File: config.mk
export PLATFORM = sky130hd
export DESIGN_NAME = md_issue_ctrl_flat
export DESIGN_NICKNAME = d
export VERILOG_FILES = /design/src/rtl/md_issue_ctrl_if.sv /design/src/rtl/md_issue_ctrl.sv /design/src/flat_wrapper.sv
export SDC_FILE = /design/constraint.sdc
export NUM_CORES = 1
export LEC_CHECK = 0
export CORE_MARGIN = 2
export CORE_UTILIZATION = 35
export CTS_CLUSTER_SIZE = 28
export DETAILED_ROUTE_END_ITERATION = 10
export PLACE_DENSITY = 0.7
export SYNTH_ARGS = -nofsm -noshare
export SYNTH_HDL_FRONTEND = slang
export SYNTH_SLANG_ARGS = --single-unit
File: constraint.sdc
create_clock -name clk -period 2.8 [get_ports clk]
set_clock_uncertainty 0.2 [all_clocks]
set_input_delay 0.42 -clock clk [delete_from_list [all_inputs] [get_ports clk]]
set_output_delay 0.42 -clock clk [all_outputs]
set_load 0.05 [all_outputs]
File: src/rtl/md_issue_ctrl_if.sv
// Start/op/busy handshake between the issue controller and the multiply/divide unit.
interface md_issue_ctrl_if;
  logic       md_start;
  logic [2:0] md_op;
  logic       md_busy;

  modport master (output md_start, output md_op, input md_busy);
  modport slave  (input md_start, input md_op, output md_busy);
endinterface

File: src/rtl/md_issue_ctrl.sv
// Issue/interlock controller for the multiply/divide unit: decodes the D-stage md class,
// drives a registered start/op into E, stalls F/D while a long op is outstanding.
module md_issue_ctrl #(
  parameter int unsigned STALL_CNT_W = 32,
  parameter int unsigned ISSUE_CNT_W = 16
) (
  input  logic                   clk,
  input  logic                   reset,
  input  logic                   d_valid,
  input  logic [3:0]             d_md_op,
  input  logic                   e_flush,
  md_issue_ctrl_if.master        md,
  output logic                   stall_d,
  output logic                   e_is_md,
  output logic                   protocol_err,
  output logic [STALL_CNT_W-1:0] stall_cnt,
  output logic [ISSUE_CNT_W-1:0] issue_cnt
);

  localparam int unsigned OP_W = 3;
  localparam logic [OP_W-1:0] OP_IDLE = 3'b111;

  typedef enum logic [1:0] {ST_IDLE, ST_START, ST_BUSY} state_t;

  state_t                 state_q, state_d;
  logic                   md_start_q, md_start_d;
  logic [OP_W-1:0]        md_op_q, md_op_d;
  logic                   e_is_md_q, e_is_md_d;
  logic                   perr_q, perr_d;
  logic                   first_busy_q, first_busy_d;
  logic [STALL_CNT_W-1:0] stall_cnt_q, stall_cnt_d;
  logic [ISSUE_CNT_W-1:0] issue_cnt_q, issue_cnt_d;

  logic            d_md, d_long, issue, issue_long;
  logic [OP_W-1:0] dec_op;

  // Class decode; unused classes look like "none".
  always_comb begin
    dec_op = OP_IDLE;
    d_long = 1'b0;
    d_md   = 1'b0;
    case (d_md_op)
      4'd1: begin dec_op = 3'b000; d_long = 1'b1; d_md = d_valid; end
      4'd2: begin dec_op = 3'b001; d_long = 1'b1; d_md = d_valid; end
      4'd3: begin dec_op = 3'b010; d_long = 1'b1; d_md = d_valid; end
      4'd4: begin dec_op = 3'b011; d_long = 1'b1; d_md = d_valid; end
      4'd5: begin dec_op = 3'b100; d_md = d_valid; end
      4'd6: begin dec_op = 3'b101; d_md = d_valid; end
      4'd7: begin dec_op = 3'b110; d_md = d_valid; end
      4'd8: begin dec_op = 3'b111; d_md = d_valid; end
      default: begin dec_op = OP_IDLE; d_long = 1'b0; d_md = 1'b0; end
    endcase
  end

  assign stall_d    = d_md && ((state_q == ST_START) || md.md_busy);
  assign issue      = d_md && !stall_d && !e_flush;
  assign issue_long = issue && d_long;

  // Next state, E-stage payload and statistics.
  always_comb begin
    state_d      = state_q;
    md_start_d   = 1'b0;
    md_op_d      = OP_IDLE;
    e_is_md_d    = 1'b0;
    perr_d       = perr_q;
    first_busy_d = (state_q == ST_START);
    stall_cnt_d  = stall_cnt_q;
    issue_cnt_d  = issue_cnt_q;

    if (issue) begin
      md_op_d    = dec_op;
      md_start_d = d_long;
      e_is_md_d  = 1'b1;
    end

    case (state_q)
      ST_IDLE:  if (issue_long) state_d = ST_START;
      ST_START: state_d = ST_BUSY;
      ST_BUSY:  if (!md.md_busy) state_d = issue_long ? ST_START : ST_IDLE;
      default:  state_d = ST_IDLE;
    endcase

    // Unit must have raised busy by the cycle after it saw start.
    if ((state_q == ST_BUSY) && first_busy_q && !md.md_busy) perr_d = 1'b1;

    if (stall_d && (stall_cnt_q != {STALL_CNT_W{1'b1}}))
      stall_cnt_d = stall_cnt_q + STALL_CNT_W'(1);
    if (md_start_d)
      issue_cnt_d = issue_cnt_q + ISSUE_CNT_W'(1);
  end

  always_ff @(posedge clk) begin
    if (reset) begin
      state_q      <= ST_IDLE;
      md_start_q   <= 1'b0;
      md_op_q      <= OP_IDLE;
      e_is_md_q    <= 1'b0;
      perr_q       <= 1'b0;
      first_busy_q <= 1'b0;
      stall_cnt_q  <= '0;
      issue_cnt_q  <= '0;
    end else begin
      state_q      <= state_d;
      md_start_q   <= md_start_d;
      md_op_q      <= md_op_d;
      e_is_md_q    <= e_is_md_d;
      perr_q       <= perr_d;
      first_busy_q <= first_busy_d;
      stall_cnt_q  <= stall_cnt_d;
      issue_cnt_q  <= issue_cnt_d;
    end
  end

  assign md.md_start   = md_start_q;
  assign md.md_op      = md_op_q;
  assign e_is_md       = e_is_md_q;
  assign protocol_err  = perr_q;
  assign stall_cnt     = stall_cnt_q;
  assign issue_cnt     = issue_cnt_q;

endmodule
File: src/flat_wrapper.sv
// flat-port wrapper written by rule: the top's interface ports become plain ports
module md_issue_ctrl_flat 
#(
  parameter int unsigned STALL_CNT_W = 32,
  parameter int unsigned ISSUE_CNT_W = 16
)
  (clk, reset, d_valid, d_md_op, e_flush, stall_d, e_is_md, protocol_err, stall_cnt, issue_cnt, md_md_start, md_md_op, md_md_busy);
  md_issue_ctrl_if md_i ();
  input  logic clk;
  input  logic reset;
  input  logic d_valid;
  input  logic [3:0] d_md_op;
  input  logic e_flush;
  output logic stall_d;
  output logic e_is_md;
  output logic protocol_err;
  output logic [STALL_CNT_W-1:0] stall_cnt;
  output logic [ISSUE_CNT_W-1:0] issue_cnt;
  output wire logic [$bits(md_i.md_start)-1:0] md_md_start;
  output wire logic [$bits(md_i.md_op)-1:0] md_md_op;
  input wire logic [$bits(md_i.md_busy)-1:0] md_md_busy;
  assign md_md_start = md_i.md_start;
  assign md_md_op = md_i.md_op;
  assign md_i.md_busy = md_md_busy;
  md_issue_ctrl #(.STALL_CNT_W(STALL_CNT_W), .ISSUE_CNT_W(ISSUE_CNT_W)) u_core (.clk(clk), .reset(reset), .d_valid(d_valid), .d_md_op(d_md_op), .e_flush(e_flush), .md(md_i), .stall_d(stall_d), .e_is_md(e_is_md), .protocol_err(protocol_err), .stall_cnt(stall_cnt), .issue_cnt(issue_cnt));
endmodule
Word level (Yosys, flattened, before mapping)
Index checks and enable logic that the tools add are counted.
{"block": "word_totals", "elab_cells": 49, "out_inout_bits": 55, "input_bits": 9, "reg_bits": 57}
{"block": "op_classes", "bitwise": 1, "eq_ne": 13, "addsub": 2, "mux": 9, "n_reduce_logical": 16}
{"op": "$add A32 B1 Y32 const B", "n": 1}
{"op": "$ne A32 B32 Y1 const B", "n": 1}
{"op": "$pmux W3 S7", "n": 1}
{"op": "$add A16 B1 Y16 const B", "n": 1}
{"op": "$eq A4 B3 Y1 const B", "n": 4}
{"op": "$eq A4 B2 Y1 const B", "n": 2}
{"op": "$reduce_or A8 Y1", "n": 1}
{"op": "$logic_and A1 B1 Y1", "n": 7}
{"op": "$pmux W2 S3", "n": 1}
{"op": "$mux W1", "n": 5}
{"op": "$eq A4 B1 Y1 const B", "n": 1}
{"op": "$eq A4 B4 Y1 const B", "n": 1}
{"op": "$mux W2", "n": 2}
{"op": "$reduce_or A4 Y1", "n": 1}
{"op": "$logic_not A1 Y1", "n": 3}
{"op": "$eq A2 B1 Y1 const B", "n": 1}
{"op": "$eq A2 B2 Y1 const B", "n": 1}
{"op": "$logic_not A2 Y1", "n": 1}
{"op": "$ne A2 B1 Y1 const B", "n": 1}
{"op": "$ne A2 B2 Y1 const B", "n": 1}
{"op": "$reduce_and A2 Y1", "n": 1}
{"op": "$reduce_or A2 Y1", "n": 1}
{"op": "$logic_or A1 B1 Y1", "n": 1}
{"op": "$not A1 Y1", "n": 1}

Depth between registers and ports, before layout
Gate-level depths: netlist of run 1.
{"block": "logic_depth", "ltp_word": 11, "ltp_mapped": 8, "mapped_depth_nobuf": 6}

Worst setup path before layout of run 1
OpenSTA, ideal clock, no wires.
{"block": "synth_path", "kind": "register -> register", "startpoint": "reg u_core.stall_cnt_q[0], in the netlist u_core.stall_cnt[0]", "endpoint": "reg u_core.stall_cnt_q[27], in the netlist u_core.stall_cnt[27]", "arrival_time_ns": 2.251, "setup_ns": 0.123, "required_time_ns": 2.477, "stages_incl_launch_ff": 8, "setup_slack_ns": 0.226, "period_less_slack_ns": 2.574, "path_buffers": 1, "cell_sequence": "dfxtp_1 ha_1 nand2_1 nor4_2 and4bb_1 buf_2 or4_1 mux2_1"}
{"block": "synth_via", "elab_chain_cells": 2, "elab_cells_between_ends": 3, "classes_between": "add/sub: 1; eq/ne: 1; reduce/logical: 1"}
{"item": "from (decl)", "line": "md_issue_ctrl.sv:31", "text": "logic [STALL_CNT_W-1:0] stall_cnt_q, stall_cnt_d;"}
{"item": "from (signal assigned)", "line": "md_issue_ctrl.sv:109", "text": "stall_cnt_q <= stall_cnt_d;"}
{"item": "branches (longest 2 deep; another with $add A32 B1 Y32)"}
Parallel ways; which one is timed is not known.
A chain may end at the register's enable or synchronous reset.

Final worst setup path of run 1
{"block": "layout_path", "startpoint": "in d_md_op[0]", "endpoint": "out stall_d"}
{"block": "layout_via", "elab_chain_cells": 4, "elab_cells_between_ends": 11, "classes_between": "eq/ne: 8; mux: 1; reduce/logical: 2"}
{"item": "from (decl)", "line": "flat_wrapper.sv:12", "text": "input logic [3:0] d_md_op;"}
{"item": "$eq A4 B4 Y1, or another cell as far along", "line": "md_issue_ctrl.sv:42", "text": "case (d_md_op)"}
{"item": "$reduce_or A8 Y1 (no source line) *"}
{"item": "$mux W1 *", "line": "md_issue_ctrl.sv:42"}
{"item": "$logic_and A1 B1 Y1 *", "line": "md_issue_ctrl.sv:55", "text": "assign stall_d = d_md && ((state_q == ST_START) || md.md_busy);"}
{"item": "to (decl)", "line": "flat_wrapper.sv:14", "text": "output logic stall_d;"}
Mark *: on every way between the ends. The rest lies on a longest branch, timed or not.

==> results of run 1 <==
[cell usage in the layout (no fill, tap or decap), types with 2 or more instances in the layout]
cell                              synthesis  routed
sky130_fd_sc_hd__a21oi_1                 31      31
sky130_fd_sc_hd__and2_1                   2       2
sky130_fd_sc_hd__and3_1                   7       7
sky130_fd_sc_hd__and4_1                   8       8
sky130_fd_sc_hd__buf_4                    0      18
sky130_fd_sc_hd__clkbuf_8                 0      10
sky130_fd_sc_hd__clkdlybuf4s50_1          0      61
sky130_fd_sc_hd__clkinv_2                 0       4
sky130_fd_sc_hd__dfxtp_1                 57      57
sky130_fd_sc_hd__ha_1                     2       2
sky130_fd_sc_hd__inv_1                    3       3
sky130_fd_sc_hd__mux2_2                   2       2
sky130_fd_sc_hd__nand2_1                 19      19
sky130_fd_sc_hd__nand3_1                 21      21
sky130_fd_sc_hd__nand4_1                 24      24
sky130_fd_sc_hd__nor2_1                  25      25
sky130_fd_sc_hd__nor2b_1                  6       6
sky130_fd_sc_hd__nor3_1                   7       7
sky130_fd_sc_hd__nor4_1                   2       2
sky130_fd_sc_hd__nor4_2                   2       2
sky130_fd_sc_hd__o21ai_0                 25      25
sky130_fd_sc_hd__o31ai_1                  3       3
sky130_fd_sc_hd__or3_1                   24      24
sky130_fd_sc_hd__or4_1                    6       6
sky130_fd_sc_hd__xor2_1                  16      16
[sequential cells by signal, summed over array words and instances (netlist names)]
register / flops
u_core.protocol_err: 1
u_core.md.md_start: 1
u_core.first_busy_q: 1
u_core.state_q: 2
u_core.issue_cnt: 16
u_core.stall_cnt: 32
u_core.md.md_op: 3
u_core.e_is_md: 1
[layer usage]
layer | up-vias | GRT usage (%)
li1 | 1345 | -
met1 | 1273 | 20.5
met2 | 57 | 24.9
met3 | 7 | 4.68
met4 | 0 | 6.34
met5 | - | 0
[layout make-up]
class / instances / area [sq um] / area share [%]
clock buffer: 11 / 141 / 3.81
clock inverter: 4 / 20.0 / 0.540
inverter: 4 / 15.0 / 0.405
multi-input combinational: 246 / 1490 / 40.2
sequential: 57 / 1140 / 30.8
tap: 102 / 128 / 3.44
timing repair buffer: 81 / 771 / 20.8
[synthesized netlist by cell type (2+ instances only)]
| library cell | n | area (sq um) |
|---|---|---|
| sky130_fd_sc_hd__inv_1 | 3 | 11.3 |
| sky130_fd_sc_hd__nand4_1 | 24 | 150 |
| sky130_fd_sc_hd__mux2_2 | 2 | 22.5 |
| sky130_fd_sc_hd__nor4_2 | 2 | 25.0 |
| sky130_fd_sc_hd__or3_1 | 24 | 150 |
| sky130_fd_sc_hd__and3_1 | 7 | 43.8 |
| sky130_fd_sc_hd__nor2_1 | 25 | 93.8 |
| sky130_fd_sc_hd__buf_2 | 5 | 25.0 |
| sky130_fd_sc_hd__xor2_1 | 16 | 140 |
| sky130_fd_sc_hd__buf_1 | 2 | 7.51 |
| sky130_fd_sc_hd__nor3_1 | 7 | 35.0 |
| sky130_fd_sc_hd__and4_1 | 8 | 70.1 |
| sky130_fd_sc_hd__ha_1 | 2 | 25.0 |
| sky130_fd_sc_hd__dfxtp_1 | 57 | 1140 |
| sky130_fd_sc_hd__nand2_1 | 19 | 71.3 |
| sky130_fd_sc_hd__o31ai_1 | 3 | 22.5 |
| sky130_fd_sc_hd__clkbuf_1 | 10 | 37.5 |
| sky130_fd_sc_hd__nor4_1 | 2 | 12.5 |
| sky130_fd_sc_hd__nand3_1 | 21 | 105 |
| sky130_fd_sc_hd__o21ai_0 | 25 | 125 |
| sky130_fd_sc_hd__a21oi_1 | 31 | 155 |
| sky130_fd_sc_hd__nor2b_1 | 6 | 37.5 |
| sky130_fd_sc_hd__and2_1 | 2 | 12.5 |
| sky130_fd_sc_hd__or4_1 | 6 | 45.0 |
[critical path, stage by stage]
cell	delay [ns]
sky130_fd_sc_hd__clkdlybuf4s50_1	0.43
sky130_fd_sc_hd__or4_1	0.57
sky130_fd_sc_hd__o2111ai_2	0.17
sky130_fd_sc_hd__inv_2	0.16
sky130_fd_sc_hd__buf_4	0.18
sky130_fd_sc_hd__buf_12	0.14
[cell families (layout without fill, tap and decap cells)]
| group | after synthesis | in the layout | share of synthesized area, % |
|---|---|---|---|
| buffers and inverters | 21 | 100 | 3.13 |
| muxes | 4 | 4 | 1.61 |
| and+or+nand+nor | 160 | 160 | 34.4 |
| AOI/OAI and AO/OA | 64 | 64 | 12.8 |
| DFF | 57 | 57 | 42.0 |
| xor gates and xnor gates | 16 | 16 | 5.16 |
| adders and majority gates | 2 | 2 | 0.921 |
[power by group through the flow]
stage          clock network, mW  registers [mW]  logic (mW)
6_report                   0.646           0.816      0.0788
5_1_grt                    0.710           0.816      0.0853
4_1_cts                    0.665           0.816      0.0792
3_5_place_dp                   0           0.834      0.0790
3_3_place_gp                   0           0.834      0.0779
2_1_floorplan                  0           0.841      0.0336
[final timing paths]
check / startpoint / endpoint / slack, ns / cells past startpoint
worst max-delay path: d_md_op[0] / stall_d / 0.11 / 6
worst min-delay path: reset / u_core.e_is_md / 0.22 / 3
worst max register to register: u_core.stall_cnt[11] / u_core.stall_cnt[27] / 0.36 / 5
worst min register to register: u_core.state_q[0] / u_core.state_q[0] / 0.25 / 1
==> impl_metrics.py, run 1 <==
metrics = {
    "timing": {
        "min_period_ns": 2.69,
        "fin_setup_tns_ns": 0,
        "max-slew-margin-rel_pct": 62.7,
        "fmax_ghz": 0.371,
        "rsz_0062_raised_after_global_routing": "false",
        "timing.final.setup_violations": 0,
        "layout_worst_path_cycle_share_pct": 96.2,
        "transition_time_of_the_tightest_slew_check_pin_ns": 0.560,
        "report.final.hold_viol_count": 0,
        "finalWorstSetupSlack_ns": 0.105,
        "final.hold.worst_slack_ns": 0.221,
        "timing_max_transition_violations_final": 0,
    },
    "detailed_routing": {
        "avgViaCountPerCell": 5.31,
        "drt-wirelength-per-cell_um": 12.9,
        "route.final.wire_length_mm": 6.53,
        "route.met2.wl_mm": 3.01,
        "routedLengthMet1_mm": 3.12,
        "remaining_drc_errors": 0,
        "top_layer": "met4",
        "drtPass1Iterations": 4,
        "initialDrtViolationCount": 101,
        "drt.antenna.violating_nets": 0,
        "via_count": 2682,
        "detailroute.wirelength.met3_um": 306,
    },
    "global_route": {
        "largest_net_degree_at_the_start_of_global_routing": 55,
        "gr-total-overflow": 0,
        "groute.usage.overall_pct": 15.9,
        "antenna_violations_before_repair": 0,
        "first_global_vias": 2404,
        "global_route_wire_length_before_repair_mm": 11.0,
    },
    "placement": {
        "placedCellCount": 490,
        "gp_congestion": 0.776,
        "detailed_place_hpwl_mm": 4.60,
        "place_ws_ns": 0.0268,
        "io_buffers": 63,
        "placed_area_sq_um": 3550,
    },
    "pwr": {
        "internal_power_mw": 1.18,
        "fin_total_pwr_mw": 1.54,
        "power-per-cell-area_nw_per_um2": 416,
        "max-vdd-ir-drop_mv": 0.222,
        "share_comb_of_total_power_pct": 5.1,
        "seq_power_share_pct": 53.0,
        "power_switching_mw": 0.364,
        "cellLeakagePower_nw": 1.29,
        "power_switching_share_pct": 23.6,
        "clockPowerShare_pct": 41.9,
    },
    "yosys": {
        "ys_dominant_reg_cell": "sky130_fd_sc_hd__dfxtp_1",
        "synth-edff-count": 0,
        "post_synth_design_cell_area_sq_um": 2720,
        "yosysSeqAreaShare_pct": 42.0,
        "syn_inst": 324,
        "ys_warn_count": 0,
        "ys_seq_elements": 57,
        "synth_fp_nets": 335,
        "synthDistinctLibCells": 39,
        "asyncSetResetFlopFracSynth_pct": 0,
        "syn_avg_cell_area_sq_um": 8.39,
    },
    "cts": {
        "cts_htree_levels": 3,
        "post-cts-setup-buffer-count": 0,
        "cts_tree": "built",
        "cts.sinks": 57,
        "clk-insertion-delay-late_ns": 0.34,
        "hold_buffer_count_at_cts": 0,
        "cts_resized": 0,
        "path_clk_slew_ns": 0.05,
        "clock_tree.buffer_depth": 2,
        "cts_buffers": 9,
        "ctsRootBufferMaster": "sky130_fd_sc_hd__clkbuf_8",
    },
    "floorplanning": {
        "design.portCount": 64,
        "fp.dieH_um": 92.1,
        "die-area_sq_um": 8490,
        "die_w_um": 92.1,
        "start_util_pct": 35.7,
        "std_cell_rows": 32,
        "placeableCoreArea_sq_um": 7610,
    },
    "setup_path": {
        "timing.setup.critical_path_class": "primary input to primary output",
        "launching_element_type_of_the_critical_path": "primary input",
        "worstPathMaxFanout": 9,
        "timing.critical_path.to_type": "primary output",
        "worstPathArrival_ns": 2.07,
        "worst-endpoint-required_ns": 2.18,
    },
    "finish": {
        "final_util_pct": 48.7,
        "final_cell_count_no_fill": 505,
        "num-fill-cells": 749,
        "share_of_layout_cells_above_drive_strength_1_pct": 10.7,
        "area_growth_pct": 36.4,
        "nets": 410,
        "finalInstanceArea_sq_um": 3710,
        "antennaDiodeCount": 0,
    },
    "run": {
        "max_cap_viol": 0,
    },
    "status": {
        "status": "completed",
    },
    "hold_path": {
        "worstHoldPathType": "primary input to flip-flop",
    },
}
No activity file was read; power rests on OpenSTA's default activity.
==> run 2: changes to the inputs <==
--- a/config.mk
+++ b/config.mk
@@ -6,10 +6,10 @@
 export NUM_CORES = 1
 export LEC_CHECK = 0
 export CORE_MARGIN = 2
-export CORE_UTILIZATION = 35
+export CORE_UTILIZATION = 27
 export CTS_CLUSTER_SIZE = 28
 export DETAILED_ROUTE_END_ITERATION = 10
-export PLACE_DENSITY = 0.7
+export PLACE_DENSITY = 0.59
 export SYNTH_ARGS = -nofsm -noshare
 export SYNTH_HDL_FRONTEND = slang
 export SYNTH_SLANG_ARGS = --single-unit
==> run 2 against run 1 <==
Routed wire length rose by 8.9%; final area increased by 4.4%; sequential share of layout area decreased by 1.3 points; critical path depth stayed put; highest routed layer unchanged; worst setup slack worse by 0.017 ns; clock power is 48% higher; hold slack got worse by 0.00096 ns; combinational power rose by 7.9%; die area up 28%; register-to-register slack got worse by 0.02 ns; final cell count up 6.7%; first-iteration DRC count increased by 13%.
==> impl_metrics.py, run 2 (synthesis gave the netlist of run 1 again) <==
metrics = {
    "finish": {
        "share_of_layout_cells_above_drive_strength_1_pct": 11.8,
        "layout_commonest_cell": "sky130_fd_sc_hd__clkdlybuf4s50_1",
        "layout_common_cells": "sky130_fd_sc_hd__clkdlybuf4s50_1, sky130_fd_sc_hd__dfxtp_1, sky130_fd_sc_hd__a21oi_1, sky130_fd_sc_hd__nor2_1, sky130_fd_sc_hd__o21ai_0",
        "final_util_pct": 39.6,
        "area_growth_pct": 42.4,
        "nets": 412,
        "largest_register_ffs": 32,
        "antennaDiodeCount": 0,
    },
    "detailed_routing": {
        "drtPass1Iterations": 4,
        "remaining_drc_errors": 0,
        "initialDrtViolationCount": 114,
        "drt-wirelength-per-cell_um": 13.2,
        "route.final.wire_length_mm": 7.11,
        "via_count": 2677,
        "drt.antenna.violating_nets": 0,
        "avgViaCountPerCell": 4.97,
    },
    "floorplanning": {
        "die_w_um": 104,
        "design.portCount": 64,
        "die-area_sq_um": 10900,
        "start_util_pct": 27.8,
        "fp.dieH_um": 104,
        "std_cell_rows": 36,
        "placeableCoreArea_sq_um": 9770,
    },
    "global_route": {
        "gr-total-overflow": 0,
        "global_route_wire_length_before_repair_mm": 11.8,
        "largest_net_degree_at_the_start_of_global_routing": 55,
        "groute.usage.overall_pct": 13.2,
        "antenna_violations_before_repair": 0,
        "first_global_vias": 2430,
    },
    "timing": {
        "transition_time_of_the_tightest_slew_check_pin_ns": 0.598,
        "timing_max_transition_violations_final": 0,
        "timing.final.setup_violations": 0,
        "fmax_ghz": 0.369,
        "layout_worst_path_cycle_share_pct": 96.8,
        "rsz_0062_raised_after_global_routing": "false",
        "max-slew-margin-rel_pct": 60.1,
        "fin_setup_tns_ns": 0,
        "min_period_ns": 2.71,
        "report.final.hold_viol_count": 0,
    },
    "setup_path": {
        "timing.critical_path.to_type": "primary output",
        "worst-endpoint-required_ns": 2.18,
        "launching_element_type_of_the_critical_path": "primary input",
        "worstPathArrival_ns": 2.09,
        "timing.setup.critical_path_class": "primary input to primary output",
        "worstPathMaxFanout": 16,
    },
    "placement": {
        "gp_congestion": 0.772,
        "io_buffers": 63,
        "detailed_place_hpwl_mm": 4.94,
    },
    "cts": {
        "cts.sinks": 57,
        "cts_tree": "built",
        "clock_tree.buffer_depth": 2,
        "path_clk_slew_ns": 0.07,
        "clk-insertion-delay-late_ns": 0.34,
        "cts_buffers": 9,
        "ctsRootBufferMaster": "sky130_fd_sc_hd__clkbuf_8",
        "cts_htree_levels": 3,
    },
    "pwr": {
        "share_comb_of_total_power_pct": 4.6,
        "seq_power_share_pct": 43.9,
        "power_switching_mw": 0.396,
        "power_switching_share_pct": 21.4,
        "power-per-cell-area_nw_per_um2": 480,
        "cellLeakagePower_nw": 1.33,
        "internal_power_mw": 1.46,
        "clockPowerShare_pct": 51.5,
        "max-vdd-ir-drop_mv": 0.200,
    },
    "status": {
        "status": "completed",
    },
    "hold_path": {
        "worstHoldPathType": "primary input to flip-flop",
    },
    "run": {
        "max_cap_viol": 0,
    },
}
run 2: final cells by class:
cell class	count	area (sq um)
Timing Repair Buffer	83	786
Fill cell	977	5910
Sequential cell	57	1140
Tap cell	133	166
Inverter	4	20.0
Multi-Input combinational cell	246	1510
Clock buffer	11	141
Clock inverter	5	103
run 2: what timing repair did:
action | 4_1_cts | 5_1_grt
hold buffers | 0 | 0
endpoints found under the setup margin | 1 | 1
gates resized for setup | 1 | 4
gates cloned | 0 | 0
setup buffers | 0 | 2
run 2: metal layers:
| metal | GRT usage, % | up-vias | routed length (um) |
|---|---|---|---|
| met1 | 16.6 | 1240 | 3310 |
| li1 | - | 1350 | - |
| met4 | 4.63 | 0 | 115 |
| met5 | 0 | - | 0 |
| met2 | 20.2 | 75 | 3250 |
| met3 | 5.70 | 12 | 441 |
run 2: final timing paths:
path                                        endpoint  cells past startpoint  slack, ns              start
worst max-delay path                         stall_d                      6       0.09         d_md_op[0]
worst min-delay path                  u_core.e_is_md                      3       0.22              reset
worst max register to register  u_core.stall_cnt[27]                      5       0.34  u_core.state_q[0]
worst min register to register     u_core.state_q[0]                      1       0.26  u_core.state_q[0]
run 2: power groups by stage:
stage,clock network (mW),registers [mW],logic [mW]
2_1_floorplan,0,0.841,0.0336
3_3_place_gp,0,0.834,0.0780
3_5_place_dp,0,0.834,0.0792
4_1_cts,0.987,0.815,0.0797
5_1_grt,1.03,0.815,0.0916
6_report,0.956,0.816,0.0850
run 2: through the flow:
step           hold slack, ns  std cells  setup WS, ns  cell area, sq um  power, mW
6_report                0.220        539        0.0883              3870       1.86
5_1_grt                 0.219        539        0.0153              3870       1.94
4_1_cts                 0.194        537        0.0212              3830       1.88
3_5_place_dp            0.231        521       -0.0698              3580      0.913
3_3_place_gp            0.221        521       -0.0290              3580      0.912
2_1_floorplan           0.208        324         0.226              2720      0.874
run 2: critical path: stages:
cell                              delay, ns
sky130_fd_sc_hd__clkdlybuf4s50_1       0.46
sky130_fd_sc_hd__or4_4                 0.58
sky130_fd_sc_hd__o2111ai_4             0.18
sky130_fd_sc_hd__inv_6                 0.11
sky130_fd_sc_hd__buf_4                 0.19
sky130_fd_sc_hd__buf_12                0.15
